`src/rtl/collision_pkg.sv`:
```
// Shared types and map geometry for the collision probe scheduler.
package collision_pkg;

    localparam int unsigned TILES_X    = 64;
    localparam int unsigned TILES_Y    = 48;
    localparam int unsigned TILE_SHIFT = 4;
    localparam int unsigned NUM_PROBES = 5;

    typedef enum logic [1:0] {
        TileEmpty = 2'b00,
        TileSolid = 2'b01
    } tile_code_e;

    typedef enum logic [2:0] {
        ProbeL  = 3'd0,
        ProbeR  = 3'd1,
        ProbeLb = 3'd2,
        ProbeRb = 3'd3,
        ProbeA  = 3'd4
    } probe_id_e;

    typedef enum logic [1:0] {
        StIdle,
        StIssue,
        StDrain,
        StDone
    } sched_state_e;

endpackage

```
`src/rtl/collision_probe_sched_calc.sv`:
```
// Probe geometry: maps a latched position and probe id to a ROM address and OOB flag.
module collision_probe_sched_calc
    import collision_pkg::*;
#(
    parameter int unsigned REC_WIDTH  = 47,
    parameter int unsigned REC_HEIGHT = 63
) (
    input  logic [11:0] px,
    input  logic [11:0] py,
    input  probe_id_e   probe,
    output logic [11:0] addr,
    output logic        oob
);

    localparam logic signed [12:0] TilesXS = 13'(TILES_X);
    localparam logic signed [12:0] TilesYS = 13'(TILES_Y);

    logic signed [12:0] dx, dy;
    logic signed [12:0] x, y;
    logic signed [12:0] tx, ty;

    always_comb begin
        dx = '0;
        dy = '0;
        case (probe)
            ProbeL: begin
                dx = -13'sd1;
                dy = 13'(REC_HEIGHT / 2);
            end
            ProbeR: begin
                dx = 13'(REC_WIDTH);
                dy = 13'(REC_HEIGHT / 2);
            end
            ProbeLb: begin
                dx = '0;
                dy = 13'(REC_HEIGHT + 1);
            end
            ProbeRb: begin
                dx = 13'(REC_WIDTH - 1);
                dy = 13'(REC_HEIGHT + 1);
            end
            ProbeA: begin
                dx = '0;
                dy = -13'sd1;
            end
            default: begin
                dx = '0;
                dy = '0;
            end
        endcase

        x  = $signed({1'b0, px}) + dx;
        y  = $signed({1'b0, py}) + dy;
        // Arithmetic shift keeps negative pixels negative in tile space.
        tx = x >>> TILE_SHIFT;
        ty = y >>> TILE_SHIFT;

        oob  = tx[12] | ty[12] | (tx >= TilesXS) | (ty >= TilesYS);
        addr = oob ? '0 : 12'(ty * TilesXS + tx);
    end

endmodule

```
`src/rtl/collision_probe_sched.sv`:
```
// Serialises the five player collision probes through a single synchronous-read ROM port.
module collision_probe_sched
    import collision_pkg::*;
#(
    parameter int unsigned REC_WIDTH  = 47,
    parameter int unsigned REC_HEIGHT = 63,
    parameter logic [1:0]  OOB_CODE   = 2'b01
) (
    input  logic        clk,
    input  logic        rst,
    input  logic        probe_start,
    input  logic [11:0] pos_x,
    input  logic [11:0] pos_y,
    output logic [11:0] rom_addr,
    input  logic [1:0]  rom_data,
    output logic        busy,
    output logic        result_valid,
    output logic [1:0]  tile_l,
    output logic [1:0]  tile_r,
    output logic [1:0]  tile_lb,
    output logic [1:0]  tile_rb,
    output logic [1:0]  tile_above
);

    sched_state_e state_q, state_d;
    logic [2:0]   cnt_q, cnt_d;
    logic [11:0]  px_q, py_q;
    logic         prev_oob_q;
    logic [1:0]   hold_q [4];
    logic         busy_q, result_valid_q;
    logic [1:0]   tile_l_q, tile_r_q, tile_lb_q, tile_rb_q, tile_above_q;

    probe_id_e    cur_probe;
    logic [11:0]  calc_addr;
    logic         calc_oob;
    logic         capture;
    logic [1:0]   cap_idx;
    logic [1:0]   cap_code;

    assign cur_probe = probe_id_e'(cnt_q);

    collision_probe_sched_calc #(
        .REC_WIDTH  (REC_WIDTH),
        .REC_HEIGHT (REC_HEIGHT)
    ) u_calc (
        .px    (px_q),
        .py    (py_q),
        .probe (cur_probe),
        .addr  (calc_addr),
        .oob   (calc_oob)
    );

    always_comb begin
        state_d  = state_q;
        cnt_d    = cnt_q;
        capture  = 1'b0;
        // cnt 1..4 wraps onto hold slots 0..3
        cap_idx  = cnt_q[1:0] - 2'd1;
        rom_addr = '0;
        cap_code = prev_oob_q ? OOB_CODE : rom_data;

        case (state_q)
            StIdle: begin
                if (probe_start) begin
                    state_d = StIssue;
                    cnt_d   = '0;
                end
            end
            StIssue: begin
                rom_addr = calc_addr;
                capture  = (cnt_q != 3'd0);
                cnt_d    = cnt_q + 3'd1;
                if (cnt_q == 3'(NUM_PROBES - 1)) begin
                    state_d = StDrain;
                end
            end
            StDrain: begin
                state_d = StDone;
            end
            StDone: begin
                state_d = StIdle;
            end
            default: begin
                state_d = StIdle;
            end
        endcase
    end

    always_ff @(posedge clk) begin
        if (rst) begin
            state_q        <= StIdle;
            cnt_q          <= '0;
            px_q           <= '0;
            py_q           <= '0;
            prev_oob_q     <= 1'b0;
            busy_q         <= 1'b0;
            result_valid_q <= 1'b0;
            tile_l_q       <= TileEmpty;
            tile_r_q       <= TileEmpty;
            tile_lb_q      <= TileEmpty;
            tile_rb_q      <= TileEmpty;
            tile_above_q   <= TileEmpty;
            for (int i = 0; i < 4; i++) begin
                hold_q[i] <= TileEmpty;
            end
        end else begin
            state_q        <= state_d;
            cnt_q          <= cnt_d;
            busy_q         <= (state_d != StIdle);
            result_valid_q <= (state_q == StDrain);

            if (state_q == StIdle && probe_start) begin
                px_q <= pos_x;
                py_q <= pos_y;
            end

            // OOB flag travels alongside the ROM's one-cycle read latency.
            if (state_q == StIssue) begin
                prev_oob_q <= calc_oob;
            end

            if (capture) begin
                hold_q[cap_idx] <= cap_code;
            end

            // Probe 4 arrives this edge, so it bypasses the hold registers.
            if (state_q == StDrain) begin
                tile_l_q     <= hold_q[0];
                tile_r_q     <= hold_q[1];
                tile_lb_q    <= hold_q[2];
                tile_rb_q    <= hold_q[3];
                tile_above_q <= cap_code;
            end
        end
    end

    assign busy         = busy_q;
    assign result_valid = result_valid_q;
    assign tile_l       = tile_l_q;
    assign tile_r       = tile_r_q;
    assign tile_lb      = tile_lb_q;
    assign tile_rb      = tile_rb_q;
    assign tile_above   = tile_above_q;

endmodule

```
`config.mk`:
```
export PLATFORM = sky130hd
export DESIGN_NAME = collision_probe_sched
export DESIGN_NICKNAME = d
export VERILOG_FILES = /design/src/rtl/collision_pkg.sv /design/src/rtl/collision_probe_sched_calc.sv /design/src/rtl/collision_probe_sched.sv
export SDC_FILE = /design/constraint.sdc
export NUM_CORES = 1
export LEC_CHECK = 0
export CAP_MARGIN = 20
export CORE_UTILIZATION = 53
export DETAILED_ROUTE_END_ITERATION = 6
export PLACE_DENSITY = 0.81
export SYNTH_ARGS = -nofsm -noshare
export SYNTH_HDL_FRONTEND = slang
export SYNTH_HIERARCHICAL = 1
export SYNTH_SLANG_ARGS = --single-unit
```
`constraint.sdc`:
```
create_clock -name clk -period 5.1 [get_ports clk]
set_input_delay 0.51 -clock clk [delete_from_list [all_inputs] [get_ports clk]]
set_output_delay 0.51 -clock clk [all_outputs]
set_load 0.005 [all_outputs]
```
==> results.sh, run 1 <==
export IMPL_clkPwrFrac=0.232
export IMPL_nNetsFinal=478
export IMPL_max_stage_delay_ns=0.49
export IMPL_grt_antenna_before_repair=0
export IMPL_cts_repair_resized=0
export IMPL_top_usage_layer="met2"
export IMPL_dp_cells=485
export IMPL_grt_setup_unrepaired="false"
export IMPL_drive_above_1_share=0.0594
export IMPL_post_cts_buffers=0
export IMPL_fin_tns_setup_ns=0
export IMPL_wl_mm=6.27
export IMPL_drc_errors=0
export IMPL_h_tree_depth=2
export IMPL_antenna_cells=0
export IMPL_holdCritPathClass="reg2reg"
export IMPL_area_growth_pct=21.3
export IMPL_use_met2=0.371
export IMPL_power_density_mw_per_mm2=287
export IMPL_max_freq_ghz=0.209
export IMPL_yosys_top_cells_area="dfxtp_1, ha_1, nand2_1"
export IMPL_met3_usage=0.0302
export IMPL_arrival_ns=4.27
export IMPL_ys_seq_area_frac=0.349
export IMPL_synthAdderAreaFrac=0.117
export IMPL_gp_congestion=0.858
export IMPL_crit_path_end="rom_addr[11]"
export IMPL_grt_max_degree=28
export IMPL_fillers=494
export IMPL_clockRootBuffer="clkbuf_8"
export IMPL_fin_util=0.674
export IMPL_fin_cells=493
export IMPL_finClkSkew_ns=0.0101
export IMPL_pre_cts_ws_ns=0.638
export IMPL_drt_first_pass_iters=4
export IMPL_seqPwrFrac=0.401
export IMPL_rows=27
export IMPL_synth_top_family_by_area="simple AND/OR/NAND/NOR gates"
export IMPL_synth_compound_area_share=0.175
export IMPL_port_buffer_count=52
export IMPL_startpoint="cnt_q[2]"
export IMPL_grt_pass1_vias=2450
export IMPL_vias_per_cell=5.42
export IMPL_ir_drop_mv=0.160
export IMPL_period_needed_ns=4.78
export IMPL_grt_overflow_total=0
export IMPL_p_sw_mw=0.366
export IMPL_ctsHoldBuffers=0
export IMPL_die_width_um=78.5
export IMPL_worst_pin_slew_ns=0.832
export IMPL_grt_usage=0.217
export IMPL_yosys_area_top_type="dfxtp_1"
export IMPL_synth_simple_area_share=0.242
export IMPL_cts_buffers=5
export IMPL_cp_slowest_cell="clkdlybuf4s50_1"
export IMPL_worstSetupPathType="reg2out"
export IMPL_cellLeakagePower_nw=1.53
export IMPL_async_reset_ff_frac=0
export IMPL_ant_nets=0
export IMPL_crit_top_cell="a21oi_1"
export IMPL_intPower_mw=0.712
export IMPL_fp_dieH_um=78.5
export IMPL_multi_input_area_mm2=0.00188
export IMPL_core_area_mm2=0.00557
export IMPL_synth_edf_count=8
export IMPL_synth_area_mm2=0.00310
export IMPL_final_seq_area_mm2=0.00108
export IMPL_syn_num_nets=430
export IMPL_syn_mean_instance_area_um2=8.33
export IMPL_crit_chain="a21oi_1, ha_1, a21o_1, a221o_1, a21oi_1, o21bai_1, xor2_1, ha_1, a31oi_1, o311ai_2, a21o_1, a21oi_1, and2_1, clkdlybuf4s50_1"
export IMPL_netlist_cell_type_count=52
export IMPL_r2r_cells=12
export IMPL_grt_pass1_wl_mm=10.6
export IMPL_end_kind="output pin"
export IMPL_fin_crit_sh=0.937
export IMPL_ys_ff_latch=50
export IMPL_p_sw_frac=0.339
export IMPL_netlist_instances=372
export IMPL_initial_utilization=0.556
export IMPL_drt_initial_drc_count=82
export IMPL_pin_count=53
export IMPL_slew_headroom=0.444
export IMPL_start_kind="flop"
export IMPL_yosys_area_share_xor_xnor=0.0650
export IMPL_status="finished clean"
export IMPL_clk_latency_ns=0.31
export IMPL_clock_sinks=50
export IMPL_rr_startpoint="cnt_q[2]"
export IMPL_met1_usage=0.274
export IMPL_yosysMostFrequentCell="nand2_1"
export IMPL_wire_per_inst_um=12.7
export IMPL_tritoncts="yes"
export IMPL_worstReg2RegEnd="prev_oob_q"
export IMPL_maxCapViolations=0
export IMPL_clk_pin_slew_ns=0.10
export IMPL_die_area_mm2=0.00616
export IMPL_ys_warn_count=6
export IMPL_required_ns=4.59
export IMPL_setup_viol_count_final=0
export IMPL_synth_common_cells="nand2_1, a21oi_1, dfxtp_1"
export IMPL_synth_top_area_frac=0.271
export IMPL_setup_ws_ns=0.324
export IMPL_yosys_most_used_dff="dfxtp_1"
export IMPL_vias=2673
export IMPL_synthMuxAreaShare=0.00646
export IMPL_place_hpwl_mm=4.75
export IMPL_critPathMaxFanout=12
export IMPL_hold_violations=0
export IMPL_combPwrFrac=0.367
export IMPL_drv_slew=0
export IMPL_rrSetupSlack_ns=1.70
export IMPL_cts_max_path_buffers=2
==> final cells by class <==
class	count	share of cell area
sequential	50	0.288
clock buffer	6	0.0220
multi-input combinational	292	0.499
tap	72	0.0240
clock inverter	2	0.00433
timing repair buffer	57	0.148
inverter	14	0.0140
==> through the flow <==
stage | hold WS (ns) | cell area (µm²) | power [mW]
6_report | 0.462 | 3760 | 1.08
3_3_place_gp | 0.445 | 3660 | 0.818
2_1_floorplan | 0.432 | 3100 | 0.738
3_5_place_dp | 0.450 | 3660 | 0.833
4_1_cts | 0.463 | 3760 | 1.08
5_1_grt | 0.488 | 3760 | 1.15
==> power by group through the flow <==
stage | Sequential [mW] | Combinational, mW | Clock (mW)
global route | 0.435 | 0.439 | 0.272
floorplan | 0.436 | 0.302 | 0
finish | 0.432 | 0.395 | 0.250
global placement | 0.440 | 0.378 | 0
CTS | 0.432 | 0.395 | 0.255
detailed placement | 0.441 | 0.392 | 0
==> critical path: cells and delay by family (launching register included) <==
family	cells	cell delay (ns)
and+or+nand+nor	1	0.13
DFF	1	0.43
buffers and inverters	1	0.49
AOI/OAI and AO/OA	9	2.06
adders and majority gates	2	0.63
xor gates and xnor gates	1	0.21
==> how the worst min path moves through the flow <==
stage / startpoint / to / slack (ns) / cells after the start
2_1_floorplan: py_q[0] / py_q[0] / 0.43 / 2
3_3_place_gp: tile_l[1] / tile_l[1] / 0.44 / 2
3_5_place_dp: tile_above[1] / tile_above[1] / 0.45 / 2
4_1_cts: tile_above[1] / tile_above[1] / 0.46 / 2
5_1_grt: px_q[8] / px_q[8] / 0.49 / 2
6_report: tile_above[1] / tile_above[1] / 0.46 / 2
==> state kept, by name, indices dropped and copies added (netlist names) <==
| register | flops |
|---|---|
| cnt_q | 3 |
| tile_lb | 2 |
| tile_rb | 2 |
| px_q | 12 |
| busy | 1 |
| prev_oob_q | 1 |
| hold_q | 8 |
| tile_above | 2 |
| result_valid | 1 |
| tile_l | 2 |
| tile_r | 2 |
| py_q | 12 |
| state_q | 2 |
==> cell usage in the layout, fill, tap and decap left out, types with 10 or more instances in the layout <==
master | Yosys | routed
nand2_1 | 71 | 71
clkdlybuf4s50_1 | 0 | 52
and2_1 | 12 | 12
xor2_1 | 10 | 10
inv_1 | 14 | 14
xnor2_1 | 13 | 13
a21oi_1 | 46 | 46
ha_1 | 29 | 29
nor2_1 | 29 | 29
dfxtp_1 | 42 | 41
==> layer usage <==
| layer | part of all wire | vias up |
|---|---|---|
| li1 | - | 1378 |
| met3 | 0.025 | 15 |
| met2 | 0.47 | 42 |
| met4 | 0.024 | 0 |
| met1 | 0.48 | 1238 |
| met5 | 0 | - |
==> cell families after synthesis <==
| logic type | count (synthesis) |
|---|---|
| XOR/XNOR | 23 |
| flip-flops | 50 |
| adder cells (fa/ha/maj) | 29 |
| AND/OR/NAND/NOR | 155 |
| multiplexers | 2 |
| AO/OA/AOI/OAI | 83 |
| buffers and inverters | 30 |
(Power assumes the default switching activity.)
==> run 2: changes to the inputs <==
CORE_ASPECT_RATIO = 1.5   (was unset)
==> run 2 against run 1 <==
Wire length increased by 6.0%. Hold slack about the same. Non-clock buffer count rose by 1. Power increased by 2.2%. First-iteration DRC count shrank 3.7%. Core utilization is 1.0 points higher. Setup slack got worse by 0.0062 ns. Flip-flop and latch count unchanged. Global-route usage grew 1.5 points. Largest cell class unchanged.
==> results.sh, run 2 (synthesized netlist as in run 1, its figures left out) <==
export IMPL_status="finished clean"
export IMPL_clk_latency_ns=0.30
export IMPL_drive_above_1_share=0.0640
export IMPL_rows=33
export IMPL_hold_violations=0
export IMPL_hold_end="tile_rb[0]"
export IMPL_final_common_cell="nand2_1"
export IMPL_drc_errors=0
export IMPL_max_freq_ghz=0.209
export IMPL_power_density_mw_per_mm2=291
export IMPL_placed_area_mm2=0.00365
export IMPL_end_kind="output pin"
export IMPL_fin_cells=492
export IMPL_critPathMaxFanout=12
export IMPL_area_growth_pct=22.3
export IMPL_hold_start="tile_rb[0]"
export IMPL_rr_startpoint="cnt_q[2]"
export IMPL_grt_pass1_wl_mm=11.1
export IMPL_fillers=467
export IMPL_pin_count=53
export IMPL_clkPwrFrac=0.249
export IMPL_grt_antenna_before_repair=0
export IMPL_fp_dieH_um=95.6
export IMPL_grt_overflow_total=0
export IMPL_core_area_mm2=0.00553
export IMPL_cts_max_path_buffers=2
export IMPL_cts_buffers=5
export IMPL_gp_congestion=0.837
export IMPL_cellLeakagePower_nw=1.54
export IMPL_grt_max_degree=36
export IMPL_arrival_ns=4.27
export IMPL_place_hpwl_mm=4.98
export IMPL_drt_first_pass_iters=4
export IMPL_setup_ws_ns=0.317
export IMPL_worst_pin_slew_ns=0.887
export IMPL_antenna_cells=0
export IMPL_wl_mm=6.65
export IMPL_combPwrFrac=0.358
export IMPL_slew_headroom=0.407
export IMPL_final_cell_mix="nand2_1, clkdlybuf4s50_1, a21oi_1"
export IMPL_grt_usage=0.232
export IMPL_finalPower_mw=1.10
export IMPL_r2r_cells=12
export IMPL_reg_top3="px_q (12), py_q (12), hold_q (8)"
export IMPL_wire_per_inst_um=13.5
export IMPL_p_sw_mw=0.353
export IMPL_seqPwrFrac=0.393
export IMPL_clockRootBuffer="clkbuf_8"
export IMPL_fin_util=0.685
export IMPL_port_buffer_count=52
export IMPL_tritoncts="yes"
export IMPL_initial_utilization=0.560
export IMPL_finalInstanceArea_mm2=0.00379
export IMPL_required_ns=4.59
export IMPL_intPower_mw=0.748
export IMPL_worstReg2RegEnd="prev_oob_q"
export IMPL_clk_pin_slew_ns=0.09
export IMPL_start_kind="flop"
export IMPL_min_path_cells=2
export IMPL_drt_initial_drc_count=79
export IMPL_worstSetupPathType="reg2out"
export IMPL_fin_crit_sh=0.938
export IMPL_finClkSkew_ns=0.00760
export IMPL_vias=2709
export IMPL_grt_pass1_vias=2541
export IMPL_p_sw_frac=0.321
export IMPL_setup_viol_count_final=0
export IMPL_drv_slew=0
export IMPL_ant_nets=0
export IMPL_period_needed_ns=4.78
export IMPL_vias_per_cell=5.51
export IMPL_ir_drop_mv=0.177
export IMPL_holdCritPathClass="reg2reg"
export IMPL_die_area_mm2=0.00616
export IMPL_clock_sinks=50
export IMPL_h_tree_depth=2
export IMPL_die_width_um=64.4
export IMPL_rrSetupSlack_ns=1.62
export IMPL_nNetsFinal=479
export IMPL_dp_cells=482
export IMPL_pre_cts_ws_ns=0.472
export IMPL_maxCapViolations=0
-- run 2: per-layer routing --
layer / vias up / GRT usage / routed length (µm)
met5: - / 0 / 0
met4: 0 / 0.0889 / 123
met3: 11 / 0.0335 / 166
met2: 52 / 0.452 / 3640
met1: 1274 / 0.245 / 2720
li1: 1372 / - / -
-- run 2: area by class of cell --
class	instances	area, µm²	share of cell area
multi-input cells	292	1890	0.499
flip-flops and latches	50	1080	0.286
repair buffers	58	566	0.149
well taps	70	87.6	0.0231
clock buffers	6	72.6	0.0192
inverters	14	52.6	0.0139
clock inverters	2	37.5	0.00991
-- run 2: what timing repair did --
action,4_1_cts,5_1_grt
hold buffers,0,0
setup endpoints to repair,0,4
setup buffers,0,2
gates resized for setup,0,4
-- run 2: critical path, cell delays in order, from the launching register on --
cell             delay [ns]
dfxtp_1                0.63
a21oi_2                0.19
ha_1                   0.34
and4_1                 0.22
a221o_1                0.39
a21oi_1                0.25
o21bai_1               0.11
xor2_1                 0.23
ha_1                   0.31
a31oi_1                0.23
o311ai_2               0.16
a21o_1                 0.19
a21oi_1                0.12
and2_1                 0.14
clkdlybuf4s50_1        0.49
-- run 2: through the flow --
step / hold WS (ns) / TNS, ns
floorplan: 0.432 / 0
global placement: 0.444 / 0
detailed placement: 0.447 / 0
CTS: 0.466 / 0
global route: 0.481 / -0.0156
finish: 0.463 / 0
-- run 2: worst max-delay path by stage --
stage,from,to,slack (ns),cells after the start
4_1_cts,cnt_q[0],rom_addr[10],0.13,16
3_3_place_gp,cnt_q[0],rom_addr[10],0.72,16
5_1_grt,cnt_q[1],rom_addr[10],-0.02,16
3_5_place_dp,cnt_q[0],rom_addr[10],0.47,16
2_1_floorplan,cnt_q[2],rom_addr[11],1.34,14
6_report,cnt_q[2],rom_addr[11],0.32,14
-- run 2: power groups by stage --
stage,Combinational (mW),Sequential [mW],Clock [mW]
after floorplan,0.302,0.436,0
after global placement,0.374,0.440,0
after detailed placement,0.386,0.441,0
after CTS,0.389,0.432,0.283
after global routing,0.441,0.435,0.297
final,0.394,0.433,0.274
